===== config.mk =====
export PLATFORM = sky130hd
export DESIGN_NAME = bcd_seq_converter
export DESIGN_NICKNAME = d
export VERILOG_FILES = /design/src/rtl/bcd_seq_converter_pkg.sv /design/src/rtl/bcd_seq_converter_dd_add3_cell.sv /design/src/rtl/bcd_seq_converter.sv
export SDC_FILE = /design/constraint.sdc
export NUM_CORES = 1
export LEC_CHECK = 0
export ABC_AREA = 1
export BUFFER_PORTS_ARGS = -buffer_cell sky130_fd_sc_hd__buf_2
export CAP_MARGIN = 20
export CORE_MARGIN = 1
export CORE_UTILIZATION = 30
export CTS_CLUSTER_DIAMETER = 80
export CTS_CLUSTER_SIZE = 10
export DETAILED_ROUTE_END_ITERATION = 16
export GPL_ROUTABILITY_DRIVEN = 0
export SYNTH_ARGS = -nofsm -noshare
export SYNTH_HDL_FRONTEND = slang
export SYNTH_SLANG_ARGS = --single-unit

===== constraint.sdc =====
create_clock -name clk -period 2.45 [get_ports clk]
set_clock_uncertainty 0.1 [all_clocks]
set_input_delay 0.3675 -clock clk [delete_from_list [all_inputs] [get_ports clk]]
set_output_delay 0.3675 -clock clk [all_outputs]
set_load 0.1 [all_outputs]

===== src/rtl/bcd_seq_converter_pkg.sv =====
// Shared types and constants for the sequential double-dabble BCD converter.
package bcd_seq_converter_pkg;

  typedef enum logic [1:0] {
    IDLE  = 2'd0,
    ADJ   = 2'd1,
    SHIFT = 2'd2,
    DONE  = 2'd3
  } state_e;

  typedef logic [3:0] digit_t;

  localparam digit_t ADD3_THRESH   = 4'd5;
  localparam digit_t BCD_MAX_DIGIT = 4'd9;
  localparam digit_t BCD_ILLEGAL   = 4'hF;

  // Number of decimal digits needed to hold 2^width-1.
  function automatic int min_bcd_digits(input int width);
    longint unsigned max_v;
    int n;
    max_v = (64'd1 << width) - 64'd1;
    n = 1;
    while (max_v >= 64'd10) begin
      max_v = max_v / 64'd10;
      n++;
    end
    return n;
  endfunction

endpackage


===== src/rtl/bcd_seq_converter_dd_add3_cell.sv =====
// Combinational add-3 correction for one BCD digit; values above 9 saturate
// to BCD_ILLEGAL and raise illegal.
module dd_add3_cell
  import bcd_seq_converter_pkg::*;
(
  input  digit_t digit_in,
  output digit_t digit_out,
  output logic   illegal
);

  always_comb begin
    digit_out = digit_in;
    illegal   = 1'b0;
    if (digit_in > BCD_MAX_DIGIT) begin
      digit_out = BCD_ILLEGAL;
      illegal   = 1'b1;
    end else if (digit_in >= ADD3_THRESH) begin
      digit_out = digit_in + 4'd3;
    end
  end

endmodule


===== src/rtl/bcd_seq_converter.sv =====
// Sequential binary-to-BCD converter: one shared add-3 cell visits each digit
// in turn (ADJ), then the scratch register shifts left once (SHIFT).
//
//   state | meaning
//   IDLE  | waiting for start; captures bin_in on acceptance
//   ADJ   | correct BCD digit dig_q through the shared cell
//   SHIFT | shift {bcd,bin} left by one; after WIDTH shifts publish result
//   DONE  | result and err presented with a one-cycle done pulse
module bcd_seq_converter
  import bcd_seq_converter_pkg::*;
#(
  parameter int WIDTH  = 8,
  parameter int DIGITS = 3
) (
  input  logic                clk,
  input  logic                rst,
  input  logic                start,
  input  logic [WIDTH-1:0]    bin_in,
  output logic                busy,
  output logic                done,
  output logic [4*DIGITS-1:0] bcd_out,
  output logic                err
);

  localparam int BW = 4 * DIGITS;
  localparam int DW = (DIGITS > 1) ? $clog2(DIGITS) : 1;
  localparam int CW = (WIDTH > 1) ? $clog2(WIDTH) : 1;
  localparam logic [DW-1:0] LAST_DIG = DW'(DIGITS - 1);
  localparam logic [CW-1:0] LAST_BIT = CW'(WIDTH - 1);
  localparam int MIN_DIGITS = min_bcd_digits(WIDTH);

  if (DIGITS < MIN_DIGITS) begin : g_digits_check
    $fatal(1, "bcd_seq_converter: DIGITS too small for WIDTH");
  end

  state_e          state_q, state_d;
  logic [BW-1:0]    bcd_q, bcd_d;
  logic [WIDTH-1:0] bin_q, bin_d;
  logic [DW-1:0]    dig_q, dig_d;
  logic [CW-1:0]    bitcnt_q, bitcnt_d;
  logic             err_acc_q, err_acc_d;
  logic             busy_q, busy_d;
  logic             done_q, done_d;
  logic [BW-1:0]    bcd_out_q, bcd_out_d;
  logic             err_q, err_d;

  digit_t           cell_in, cell_out;
  logic             cell_err;
  logic [BW-1:0]    bcd_shl;

  assign cell_in = bcd_q[dig_q*4 +: 4];

  dd_add3_cell u_cell (
    .digit_in  (cell_in),
    .digit_out (cell_out),
    .illegal   (cell_err)
  );

  // The BCD MSB falls off here; the elaboration check keeps it always zero.
  assign bcd_shl = {bcd_q[BW-2:0], bin_q[WIDTH-1]};

  always_comb begin
    state_d   = state_q;
    bcd_d     = bcd_q;
    bin_d     = bin_q;
    dig_d     = dig_q;
    bitcnt_d  = bitcnt_q;
    err_acc_d = err_acc_q;
    busy_d    = busy_q;
    done_d    = 1'b0;
    bcd_out_d = bcd_out_q;
    err_d     = err_q;
    case (state_q)
      IDLE: begin
        if (start) begin
          bcd_d     = '0;
          bin_d     = bin_in;
          dig_d     = '0;
          bitcnt_d  = '0;
          err_acc_d = 1'b0;
          busy_d    = 1'b1;
          state_d   = ADJ;
        end
      end
      ADJ: begin
        bcd_d[dig_q*4 +: 4] = cell_out;
        err_acc_d = err_acc_q | cell_err;
        if (dig_q == LAST_DIG) begin
          state_d = SHIFT;
        end else begin
          dig_d = dig_q + DW'(1);
        end
      end
      SHIFT: begin
        bcd_d = bcd_shl;
        bin_d = {bin_q[WIDTH-2:0], 1'b0};
        dig_d = '0;
        if (bitcnt_q == LAST_BIT) begin
          bitcnt_d  = '0;
          busy_d    = 1'b0;
          done_d    = 1'b1;
          bcd_out_d = bcd_shl;
          err_d     = err_acc_q;
          state_d   = DONE;
        end else begin
          bitcnt_d = bitcnt_q + CW'(1);
          state_d  = ADJ;
        end
      end
      DONE: begin
        state_d = IDLE;
      end
      default: begin
        state_d = IDLE;
      end
    endcase
  end

  always_ff @(posedge clk) begin
    if (rst) begin
      state_q   <= IDLE;
      bcd_q     <= '0;
      bin_q     <= '0;
      dig_q     <= '0;
      bitcnt_q  <= '0;
      err_acc_q <= 1'b0;
      busy_q    <= 1'b0;
      done_q    <= 1'b0;
      bcd_out_q <= '0;
      err_q     <= 1'b0;
    end else begin
      state_q   <= state_d;
      bcd_q     <= bcd_d;
      bin_q     <= bin_d;
      dig_q     <= dig_d;
      bitcnt_q  <= bitcnt_d;
      err_acc_q <= err_acc_d;
      busy_q    <= busy_d;
      done_q    <= done_d;
      bcd_out_q <= bcd_out_d;
      err_q     <= err_d;
    end
  end

  assign busy    = busy_q;
  assign done    = done_q;
  assign bcd_out = bcd_out_q;
  assign err     = err_q;

endmodule


==> results of run 1 <==
-- worst max-delay path by stage --
stage | endpoint | cells after the start
floorplan | bcd_q[1]$_SDFFE_PP0P_ | 15
global placement | bcd_q[5]$_SDFFE_PP0P_ | 17
detailed placement | bcd_q[1]$_SDFFE_PP0P_ | 17
CTS | bcd_q[5]$_SDFFE_PP0P_ | 17
global route | bcd_q[5]$_SDFFE_PP0P_ | 16
finish | bcd_q[5]$_SDFFE_PP0P_ | 16
-- stage by stage --
step	util, %	hold slack [ns]	setup WS, ns	std cells
finish	36.5	0.230	0.224	464
global route	36.5	0.240	0.00100	464
CTS	36.5	0.220	0.0686	464
detailed placement	35.3	0.355	0.104	456
global placement	35.3	0.354	0.182	456
floorplan	-	0.329	0.404	334
-- Yosys cell counts, drive strengths merged --
cell type    n  area, um2
a22oi        1       7.51
o21ai       37        193
nand4        4       31.3
buf          5       35.0
nor2        12       47.6
o22ai        1       6.26
nand3       28        168
clkbuf       7       26.3
clkinv       1       3.75
dfxtp       43        861
inv         35        139
nor3         4       20.0
mux2i        1       22.5
a21oi       21        135
a31oi        8       50.1
ha          13        163
a211oi       2       15.0
nand2      111        432
-- state kept, by name, summed over array words and instances (netlist names), 2 cells and up --
register / cells
dig_q: 2
bcd_q: 12
bin_q: 8
bcd_out: 12
bitcnt_q: 3
state_q: 2
-- cells by family (layout without fill, tap and decap cells) --
family	after synthesis	count (layout)	synth area share, %
flip-flops	43	43	36.6
buffers and inverters	48	79	8.66
AO/OA/AOI/OAI	70	70	17.3
multiplexers	1	1	0.956
adder cells (fa/ha/maj)	13	13	6.91
AND/OR/NAND/NOR	159	159	29.7
-- layer usage --
| layer | part of all wire [%] | vias up |
|---|---|---|
| met4 | 2.1 | 0 |
| met3 | 3.3 | 14 |
| li1 | - | 1155 |
| met1 | 48 | 1019 |
| met5 | 0 | - |
| met2 | 46 | 41 |
-- report_power, final --
group,switching (mW),internal (mW)
Clock,0.255,0.200
Sequential,0.0713,0.799
Combinational,0.844,0.382
-- worst reg2reg max path, stage by stage (launching register included) --
cell,delay (ns)
dfxtp_4,0.39
inv_8,0.10
nand2_1,0.05
o21ai_1,0.20
inv_1,0.09
ha_1,0.26
nand2_1,0.10
nand4_2,0.14
nand2_2,0.12
nand2_1,0.08
nand3_2,0.08
nand3_1,0.08
nand2_1,0.08
nand2_1,0.04
nand2_1,0.05
nand2_1,0.06
a21oi_2,0.13
-- area by class of cell --
type | instances | area share (%)
Clock buffer | 6 | 2.68
Tap cell | 99 | 4.57
Timing Repair Buffer | 35 | 7.39
Clock inverter | 2 | 0.462
Sequential cell | 43 | 32.0
Multi-Input combinational cell | 243 | 47.6
Inverter | 36 | 5.27
==> results.sh, run 1 <==
export IMPL_place_hpwl_mm=4.36
export IMPL_synthCells=334
export IMPL_placed_cell_area_mm2=0.00262
export IMPL_path_buf_inv=2
export IMPL_clkTransAtPathRegs_ns=0.08
export IMPL_reg2reg_to="bcd_q[5]$_SDFFE_PP0P_"
export IMPL_critPathRequiredTime_ns=2.59
export IMPL_antenna_found_initial=0
export IMPL_multi_input_area_mm2=0.00129
export IMPL_insertion_delay_ns=0.30
export IMPL_path_cells="inv_8, nand2_1, o21ai_1, inv_1, ha_1, nand2_1, nand4_2, nand2_2, nand2_1, nand3_2, nand3_1, nand2_1, nand2_1, nand2_1, nand2_1, a21oi_2"
export IMPL_fill_cells=807
export IMPL_hold_buffers=0
export IMPL_met3_usage_pct=2.36
export IMPL_drive_gt1_share_pct=19.5
export IMPL_ant_nets=0
export IMPL_p_leak_nw=1.15
export IMPL_cts_setup_buffers=0
export IMPL_cp_common_cell="nand2_1"
export IMPL_wire_per_inst_um=12.5
export IMPL_finalPower_mw=2.55
export IMPL_hold_end="bin_q[1]$_SDFFE_PP0P_"
export IMPL_finalHoldViolations=0
export IMPL_min_path_cells=3
export IMPL_chipWidth_um=90.6
export IMPL_drtIter0Drc=115
export IMPL_dr_pass1_iters=4
export IMPL_grt_pass1_vias=2092
export IMPL_die_h_um=90.6
export IMPL_endpoint_kind="register"
export IMPL_outcome="finished clean"
export IMPL_placementRows=31
export IMPL_criticalPathCategory="register to register"
export IMPL_remaining_drc_errors=0
export IMPL_tightest_slew_ns=0.726
export IMPL_via_per_inst=4.80
export IMPL_yosys_warnings=0
export IMPL_cts_resized=0
export IMPL_cts_buffers=5
export IMPL_hold_path_class="input port to register"
export IMPL_synth_area_mm2=0.00235
export IMPL_top_usage_layer="met2"
export IMPL_cts_sinks=43
export IMPL_port_buffers=25
export IMPL_finalCritPeriodShare_pct=90.9
export IMPL_fin_nets=388
export IMPL_slew_violations=0
export IMPL_cts_root_buf="clkbuf_8"
export IMPL_maxSlewHeadroom_pct=51.5
export IMPL_setup_worst_path_start="dig_q[0]$_SDFFE_PP0P_"
export IMPL_core_mm2=0.00741
export IMPL_power_density_mw_per_mm2=942
export IMPL_synth_area_per_cell_um2=7.05
export IMPL_fin_crit_ns=2.23
export IMPL_synth_cell_types=31
export IMPL_rrSetupSlack_ns=0.22
export IMPL_final_common_cell="nand2_1"
export IMPL_wl_mm=5.82
export IMPL_cts_tree="yes"
export IMPL_syn_to_final_growth_pct=15.0
export IMPL_grtUsageTotal_pct=14.8
export IMPL_grt_use_met2_pct=24.2
export IMPL_crit_fanout=12
export IMPL_final_cell_mix="nand2_1 (105), dfxtp_1 (41), inv_1 (31)"
export IMPL_hold_start="bin_in[1]"
export IMPL_seq_area_frac_synth_pct=36.6
export IMPL_grt_max_degree=25
export IMPL_r2r_start="dig_q[0]$_SDFFE_PP0P_"
export IMPL_dieArea_mm2=0.00821
export IMPL_h_tree_depth=2
export IMPL_setup_violations=0
export IMPL_pin_count=26
export IMPL_cpPeakStageDelay_ns=0.39
export IMPL_path_delay_family="simple AND/OR/NAND/NOR gates"
export IMPL_ir_drop_uv=296
export IMPL_met1_usage_pct=19.3
export IMPL_num_antenna_cells=0
export IMPL_worstPathArrival_ns=2.37
export IMPL_rr_worst_depth=16
export IMPL_cts_buffer_depth=2
export IMPL_grt_pass1_wl_mm=9.90
export IMPL_rsz0062_at_grt="false"
export IMPL_cap_violations=0
export IMPL_vias=2229
export IMPL_overflow=0
export IMPL_seqCellArea_um2=866
export IMPL_fmax_mhz=449
export IMPL_finalSetupTns_ns=0
export IMPL_ys_ff_latch=43
export IMPL_synth_nets=358
export IMPL_initial_core_util_pct=31.8
export IMPL_worst_path_max_delay_cell="dfxtp_4"
export IMPL_start_kind="register"
export IMPL_fin_area_mm2=0.00271
Power figures use the tool's default switching activity.
==> inputs of run 2 (changes only) <==
==> constraint.sdc (replaced) <==
create_clock -name clk -period 2.45 [get_ports clk]
set_clock_uncertainty 0.1 [all_clocks]
set_input_delay 0.49 -clock clk [delete_from_list [all_inputs] [get_ports clk]]
set_output_delay 0.49 -clock clk [all_outputs]
set_load 0.1 [all_outputs]
==> run 2 against run 1 <==
  * Hold slack improved by 0.12 ns
  * Final cell count grew 0.22%
  * Final area increased by 0.32%
  * Core utilization rose by 0.12 points
  * Clock-buffer cell count is the same
  * First-iteration DRC count is 56% higher
  * Global-route usage rose by 0.31 points
  * Routed wire length is 1.0% higher
  * Combinational power hardly changed
  * Critical path depth increased by 1
  * Fmax fell by 0.59%
==> results.sh, run 2 (synthesis results as in run 1) <==
export IMPL_hold_end="bin_q[1]$_SDFFE_PP0P_"
export IMPL_wire_per_inst_um=12.6
export IMPL_placementRows=31
export IMPL_port_buffers=25
export IMPL_insertion_delay_ns=0.30
export IMPL_endpoint_kind="register"
export IMPL_outcome="finished clean"
export IMPL_worstPathArrival_ns=2.37
export IMPL_crit_fanout=12
export IMPL_slew_violations=0
export IMPL_cap_violations=0
export IMPL_place_inst=457
export IMPL_dr_pass1_iters=5
export IMPL_tightest_slew_ns=0.568
export IMPL_maxSlewHeadroom_pct=62.1
export IMPL_overflow=0
export IMPL_start_kind="register"
export IMPL_cts_buffers=5
export IMPL_hold_start="bin_in[1]"
export IMPL_hold_path_class="input port to register"
export IMPL_p_leak_nw=1.15
export IMPL_ant_nets=0
export IMPL_finalPower_mw=2.55
export IMPL_grt_pass1_vias=2125
export IMPL_num_antenna_cells=0
export IMPL_rrSetupSlack_ns=0.21
export IMPL_syn_to_final_growth_pct=15.4
export IMPL_via_per_inst=4.96
export IMPL_core_mm2=0.00741
export IMPL_cts_tree="yes"
export IMPL_fmax_mhz=446
export IMPL_die_h_um=90.6
export IMPL_finalCritPeriodShare_pct=91.4
export IMPL_antenna_found_initial=0
export IMPL_finalSetupTns_ns=0
export IMPL_place_hpwl_mm=4.35
export IMPL_critPathRequiredTime_ns=2.58
export IMPL_fin_hold_ws_ns=0.349
export IMPL_cts_buffer_depth=2
export IMPL_rr_worst_depth=17
export IMPL_fin_nets=389
export IMPL_final_cell_mix="nand2_1 (105), dfxtp_1 (42), inv_1 (31)"
export IMPL_grt_max_degree=20
export IMPL_rsz0062_at_grt="false"
export IMPL_grt_pass1_wl_mm=9.92
export IMPL_ir_drop_uv=255
export IMPL_fin_crit_ns=2.24
export IMPL_wl_mm=5.88
export IMPL_remaining_drc_errors=0
export IMPL_final_common_cell="nand2_1"
export IMPL_pin_count=26
export IMPL_reg2reg_to="bcd_q[5]$_SDFFE_PP0P_"
export IMPL_cts_root_buf="clkbuf_8"
export IMPL_grtUsageTotal_pct=15.1
export IMPL_criticalPathCategory="register to register"
export IMPL_h_tree_depth=2
export IMPL_drive_gt1_share_pct=19.7
export IMPL_hold_buffers=0
export IMPL_finalHoldViolations=0
export IMPL_min_path_cells=3
export IMPL_cts_sinks=43
export IMPL_drtIter0Drc=179
export IMPL_clkTransAtPathRegs_ns=0.08
export IMPL_vias=2306
export IMPL_chipWidth_um=90.6
export IMPL_power_density_mw_per_mm2=941
export IMPL_initial_core_util_pct=31.8
export IMPL_r2r_start="dig_q[0]$_SDFFE_PP0P_"
export IMPL_dieArea_mm2=0.00821
export IMPL_setup_violations=0
export IMPL_finalNonFillerCells=465
## run 2: changes by cell type in the layout (fill, tap and decap cells not counted)
| cell | change |
|---|---|
| dfxtp_2 | -1 |
| ha_1 | -1 |
| dfxtp_1 | +1 |
| ha_2 | +1 |
| buf_4 | +1 |
## run 2: how the worst max path moves through the flow
stage | from | to | slack [ns] | depth (start not counted)
floorplan | dig_q[1]$_SDFFE_PP0P_ | bcd_q[1]$_SDFFE_PP0P_ | 0.40 | 15
global placement | dig_q[0]$_SDFFE_PP0P_ | bcd_q[5]$_SDFFE_PP0P_ | 0.18 | 17
detailed placement | dig_q[0]$_SDFFE_PP0P_ | bcd_q[5]$_SDFFE_PP0P_ | 0.07 | 17
CTS | dig_q[0]$_SDFFE_PP0P_ | bcd_q[5]$_SDFFE_PP0P_ | 0.01 | 17
global route | dig_q[0]$_SDFFE_PP0P_ | bcd_q[5]$_SDFFE_PP0P_ | 0.05 | 17
finish | dig_q[0]$_SDFFE_PP0P_ | bcd_q[5]$_SDFFE_PP0P_ | 0.21 | 17
## run 2: repair_timing
item | in CTS | in global routing
setup buffers | 0 | 0
gates resized for setup | 0 | 3
setup endpoints to repair | 0 | 9
## run 2: report_power, final
part,switching [mW],total [mW],internal (mW)
Sequential,0.0718,0.871,0.799
Clock,0.250,0.450,0.199
Combinational,0.846,1.23,0.388
Total,1.17,2.55,1.39
## run 2: metal layers
layer / wire length, um / vias up / GRT usage [%]
li1: - / 1157 / -
met1: 2690 / 1074 / 19.1
met2: 2760 / 66 / 25.4
met3: 279 / 9 / 2.36
met4: 156 / 0 / 6.59
met5: 0 / - / 0
## run 2: worst max-delay path, cell delays in order, from the launching register on
cell and delay [ns]:
dfxtp_4 0.42, inv_8 0.06, nand2_1 0.06, nand3_1 0.06
o21ai_1 0.14, inv_1 0.10, ha_2 0.23, nand2_1 0.10
nand4_2 0.16, nand2_2 0.14, nand2_1 0.08, nand3_2 0.09
nand3_1 0.09, nand2_1 0.08, nand2_1 0.05, nand2_1 0.05
nand2_1 0.06, a21oi_2 0.11
## run 2: cell type report
cell class	count	area [um2]
inverters	36	143
well taps	99	124
repair buffers	36	208
clock inverters	2	12.5
fillers	795	4690
multi-input cells	243	1290
flip-flops and latches	43	865
clock buffers	6	72.6
## run 2: stage by stage
step / utilization [%] / area, um2 / setup WS [ns]
after CTS: 36.6 / 2710 / 0.0123
final: 36.7 / 2720 / 0.210
after global placement: 35.4 / 2630 / 0.181
after floorplan: - / 2350 / 0.404
after detailed placement: 35.4 / 2630 / 0.0731
after global routing: 36.7 / 2720 / 0.0461
